$ cat src/rtl/cnt_arbiter.sv
// cnt_arbiter: round-robin arbiter sharing one CW-bit up-counter among NREQ requesters.
// Define CNT_ARB_SAT_EN to make the counter saturate at all-ones instead of wrapping.
module cnt_arbiter #(
    parameter int NREQ = 4,
    parameter int CW = 2,
    localparam int IDW = (NREQ > 2) ? $clog2(NREQ) : 1
) (
    input  logic            clock,
    input  logic            rst_n,
    input  logic [NREQ-1:0] req,
    input  logic            clr,
    input  logic [CW-1:0]   target,
    output logic [NREQ-1:0] gnt,
    output logic [IDW-1:0]  gnt_id,
    output logic            busy,
    output logic [CW-1:0]   count,
    output logic            done,
    output logic            match,
    output logic            wrap,
    output logic            sat
);
    typedef enum logic {IDLE, GRANT} state_t;
    state_t state, state_nx;
    logic [IDW-1:0] ptr, win;
    logic [NREQ-1:0] rot;
    logic [CW-1:0] cnt_nx;
    logic take, inc, top;

    assign top = &count;
    assign match = count == target;
    assign rot = NREQ'({req, req} >> ptr);

    // Descending scan so the requester closest above ptr is written last and wins.
    always_comb begin
        win = ptr;
        for (int i = NREQ - 1; i >= 0; i--) begin
            if (rot[i]) win = IDW'((int'(ptr) + i) % NREQ);
        end
    end

    always_ff @(posedge clock) begin
        if (!rst_n) state <= IDLE;
        else state <= state_nx;
    end

    always_comb begin
        take = 1'b0;
        inc = 1'b0;
        state_nx = IDLE;
        if (state == IDLE) begin
            take = |req;
            state_nx = take ? GRANT : IDLE;
        end else begin
            inc = 1'b1;
        end
    end

`ifdef CNT_ARB_SAT_EN
    assign wrap = 1'b0;
    assign cnt_nx = (inc && !top) ? count + 1'b1 : count;
    always_ff @(posedge clock) begin
        sat <= (!rst_n || clr) ? 1'b0 : (inc && top) ? 1'b1 : sat;
    end
`else
    assign sat = 1'b0;
    assign cnt_nx = inc ? count + 1'b1 : count;
    always_ff @(posedge clock) begin
        wrap <= rst_n && inc && !clr && top;
    end
`endif

    always_ff @(posedge clock) begin
        if (!rst_n) begin
            gnt <= '0;
            gnt_id <= '0;
            busy <= 1'b0;
            count <= '0;
            done <= 1'b0;
            ptr <= '0;
        end else begin
            gnt <= take ? NREQ'(1) << win : '0;
            busy <= take;
            if (take) gnt_id <= win;
            done <= inc;
            if (inc) ptr <= (gnt_id == IDW'(NREQ - 1)) ? '0 : gnt_id + 1'b1;
            count <= clr ? '0 : cnt_nx;
        end
    end
endmodule
$ cat config.mk
export PLATFORM = sky130hd
export DESIGN_NAME = cnt_arbiter
export DESIGN_NICKNAME = d
export VERILOG_FILES = /design/src/rtl/cnt_arbiter.sv
export SDC_FILE = /design/constraint.sdc
export NUM_CORES = 1
export LEC_CHECK = 0
export ABC_AREA = 1
export CORE_MARGIN = 2
export CORE_UTILIZATION = 47
export CTS_CLUSTER_DIAMETER = 200
export DETAILED_ROUTE_END_ITERATION = 8
export PLACE_DENSITY = 0.81
export SYNTH_ARGS = -nofsm -noshare
export SYNTH_HDL_FRONTEND = slang
export SYNTH_SLANG_ARGS = --single-unit
$ cat constraint.sdc
create_clock -name clock -period 1.94 [get_ports clock]
set_input_delay 0.485 -clock clock [delete_from_list [all_inputs] [get_ports clock]]
set_output_delay 0.485 -clock clock [all_outputs]
set_load 0.05 [all_outputs]
---- Word-level counts from Yosys, hierarchy flattened ----
Cells that the tools add are included.
storage, ports and cells
  bits in registers ....................... 14
  output and inout port bits .............. 13
operators by class
  equality and inequality tests ........... 2
  bitwise operators ....................... 1
  add/subtract/negate cells ............... 5
  reduce and logical (&&, ||, !) cells .... 9
  shifts and indexed selects .............. 2
  multiplexer cells ....................... 8
operators by type and width
  kind                                                               number
  2-bit two-way mux                                                  5
  8-bit by 2-bit right shift with 4-bit output                       1
  2-bit by 1-bit adder with 2-bit output, second input constant      3
  2-bit adder, second input constant                                 2
  2-bit AND reduction                                                2
  2-bit OR reduction                                                 2
  4-bit OR reduction                                                 1
  1-bit by 2-bit << shifter with 4-bit output, first input constant  1
  1-bit logical AND                                                  3
  1-bit two-way mux                                                  3
  2-bit equality test                                                1
  2-bit equality test, second input constant                         1
  1-bit logical NOT                                                  1
  1-bit inverter                                                     1

---- Depth between registers and ports, before layout ----
  word-level depth ........................ 6
  gate-level depth with buffers ........... 12
  mapped depth without buffers ............ 11

---- Worst setup path before layout ----
No wires, ideal clock.
  kind .................................... register -> output
  from .................................... register count[0]
  to ...................................... output port match
  setup slack ............................. -0.017 ns
  data required time ...................... 1.455 ns
  buffers on the path ..................... 0
  stages on the path, launching flop included .. 3
  arrival time ............................ 1.472 ns
  cells stage by stage .................... dfxtp_1 xor2_1 nor2_1
on the way
  word-level cells in the longest chain between the ends .. 1
ends and longest elaborated chain
  what                    RTL line  text
  start, declared         16        output logic [CW-1:0] count,
  start signal, assigned  86        count <= clr ? '0 : cnt_nx;
  2-bit equality test     30        assign match = count == target;
  end, declared           18        output logic match,
Every way passes these cells.

---- Worst setup path in the final report ----
  from .................................... input port target[1]
  to ...................................... output port match
on the way
  word-level cells in the longest chain between the ends .. 1
ends and longest elaborated chain
  what                 RTL line  text
  start, declared      12        input logic [CW-1:0] target,
  2-bit equality test  30
Every way passes these cells.

==> flow_summary.toml <==
[synth]
syn_inst = 99
yosysTopAreaCell = "dfxtp_1"
yosysSeqAreaShare_pct = 39.7
synth_top_cells_by_area = "dfxtp_1 (40%), nand2_1 (14%), nand3_1 (9.2%)"
netlist.area_leader.share_pct = 39.7
yosysWarnings = 0
synth.distinct_cells = 23
synthesis.nets = 110
synth_seq_cells = 14
avgSynthCellArea_um2 = 7.13
syn_area_um2 = 706

[pwr]
vdd_ir_drop_max_mv = 0.463
leakagePower_nw = 0.479
power_frac_comb_pct = 36.3
p_sw_share_pct = 37.8
pwr-share-clk_pct = 20.3
p_sw_w = 0.000295
power_frac_seq_pct = 43.4
p_per_area_mw_per_mm2 = 840
p_int_w = 0.000485

[sta]
hold_violations = 0
clock_skew_ns = 0.00683
rsz0062_at_grt = "false"
drv_slew = 0
max_clock_freq_mhz = 529
tns_ns = 0
final.min_clock_period_ns = 1.89
period_share_pct = 97.4
final.setup.worst_slack_ns = 0.0513
setup_viol = 0

[final_layout]
n_antenna_cell = 0
n_fill_cell = 119
drive_gt1_share_pct = 21.7
final_nets = 133
final_common_cell = "nand2_1"
final_cell_mix = "nand2_1 (27), dfxtp_1 (14), nand3_1 (13)"
instances_no_fill = 135
area_delta_synth_final_pct = 31.6

[setup_path]
worst_r2r_path_depth = 9
critPathLaunch = "target[1]"
worstSetupPathType = "in2out"
cp.required_ns = 1.45
rr_startpoint = "ptr[0]$_SDFFE_PN0P_"
worstPathArrival_ns = 1.40
crit_path_end_kind = "primary output"
start_kind = "primary input"
crit_fanout = 1
r2r_end = "gnt[3]$_SDFF_PN0_"
r2r_setup_slack_ns = 0.49

[floorplanning]
dieArea_mm2 = 0.00183
die_h_um = 42.8
start_util_pct = 52.3
fp.coreArea_mm2 = 0.00135
io-pin-count = 22
rows = 13
die_w_um = 42.8

[clock_network]
clockBufferDepth = 2
tritoncts = "yes"
cts_sinks = 14
cts_root_buf = "clkbuf_4"
clkTransAtPathRegs_ns = 0.08
htree_levels = 1
cts-buffers-inserted = 3
clk_latency_ns = 0.28

[place]
dp.cells = 132
portBuffers = 20
gp_congestion = 0.838
dpl.hpwl_mm = 1.19
place_ws_ns = 0.0414

[detailed_routing]
drc = 0
routedWlPerCell_um = 10.6
ant_nets = 0
num_vias = 687
drtIter0Drc = 31
drtPass1Iterations = 4
wl_mm = 1.44
routed_via_density = 5.09

[global_routing]
grt_overflow = 0
grt_max_degree = 8
antenna_found_initial = 0
grt_use_total_pct = 19.1
grt_first_pass_wirelength_mm = 2.53
grt_pass1_vias = 566

[hold_path]
whs_path_depth = 2
min_from = "state$_SDFF_PP0_"
hold_end = "wrap$_DFF_P_"
hp-class = "reg2reg"

[outcome]
status = "complete, no violations"

[job]
maxCapViolCount = 0
power by group through the flow:
stage                     Combinational [W]  Clock, W  Sequential (W)
after global routing               0.000311  0.000182        0.000342
after floorplan                    0.000149         0        0.000403
final                              0.000283  0.000158        0.000338
after detailed placement           0.000284         0        0.000345
after global placement             0.000279         0        0.000344
after CTS                          0.000285  0.000167        0.000338
logic make-up after synthesis:
kind of cell | after synthesis | share of synthesized area, %
other cells | 1 | 0.531
compound gates | 6 | 5.67
simple gates | 57 | 36.0
buf+inv | 16 | 10.8
xor+xnor | 3 | 3.72
flops | 14 | 39.7
fa+ha+maj | 2 | 3.55
sequential cells by signal (all words and copies together), names as in the netlist:
register,cells
state,1
gnt,4
gnt_id,2
done,1
busy,1
wrap,1
count,2
ptr,2
routing by layer:
metal,vias up,routed length (um),track usage [%]
met3,4,129,8.94
met1,308,617,23.2
li1,353,-,-
met2,22,661,28.2
met5,-,0,0
met4,0,27,9.38
final cells by class:
type,count,area (um^2),area share (%)
Inverter,14,57.6,6.20
Timing Repair Buffer,20,190,20.5
Sequential cell,14,280,30.2
Tap cell,15,18.8,2.02
Clock buffer,3,22.5,2.43
Multi-Input combinational cell,69,359,38.7
metrics by stage:
step                utilization, %  area (um^2)  total power (W)  hold slack, ns
CTS                           68.2          921         0.000790           0.513
floorplan                        -          708         0.000552           0.466
finish                        68.8          928         0.000779           0.510
global route                  68.8          928         0.000835           0.545
detailed placement            66.5          898         0.000629           0.503
global placement              66.5          898         0.000623           0.491
worst max path at each step:
stage / end
final: match
after global routing: done
after CTS: match
after detailed placement: match
after global placement: match
after floorplan: match
cell usage after synthesis:
cell and n:
dfxtp_1 14, xnor2_1 1, nand3_1 13, ha_1 2, conb_1 1, nor2_2 1, nand2_1 27, o32ai_1 1
nand4_1 1, o21a_1 1, or2_2 1, nor2_1 9, a21oi_1 2, inv_2 3, xor2_1 2, nand3_2 1
buf_6 1, o21ai_0 1, o21ai_2 1, buf_4 1, inv_6 1, nand2_2 4, inv_1 10
repair_timing:
action | in CTS | in global routing
buffers inserted | 0 | 0
setup endpoints to repair | 0 | 1
gates resized for setup | 0 | 1
hold buffers | 0 | 0
worst max-delay path: stages:
cell and delay (ns):
clkdlybuf4s50_1 0.45, xor2_2 0.17, nor2_2 0.16, buf_12 0.15
(Power assumes the default switching activity.)
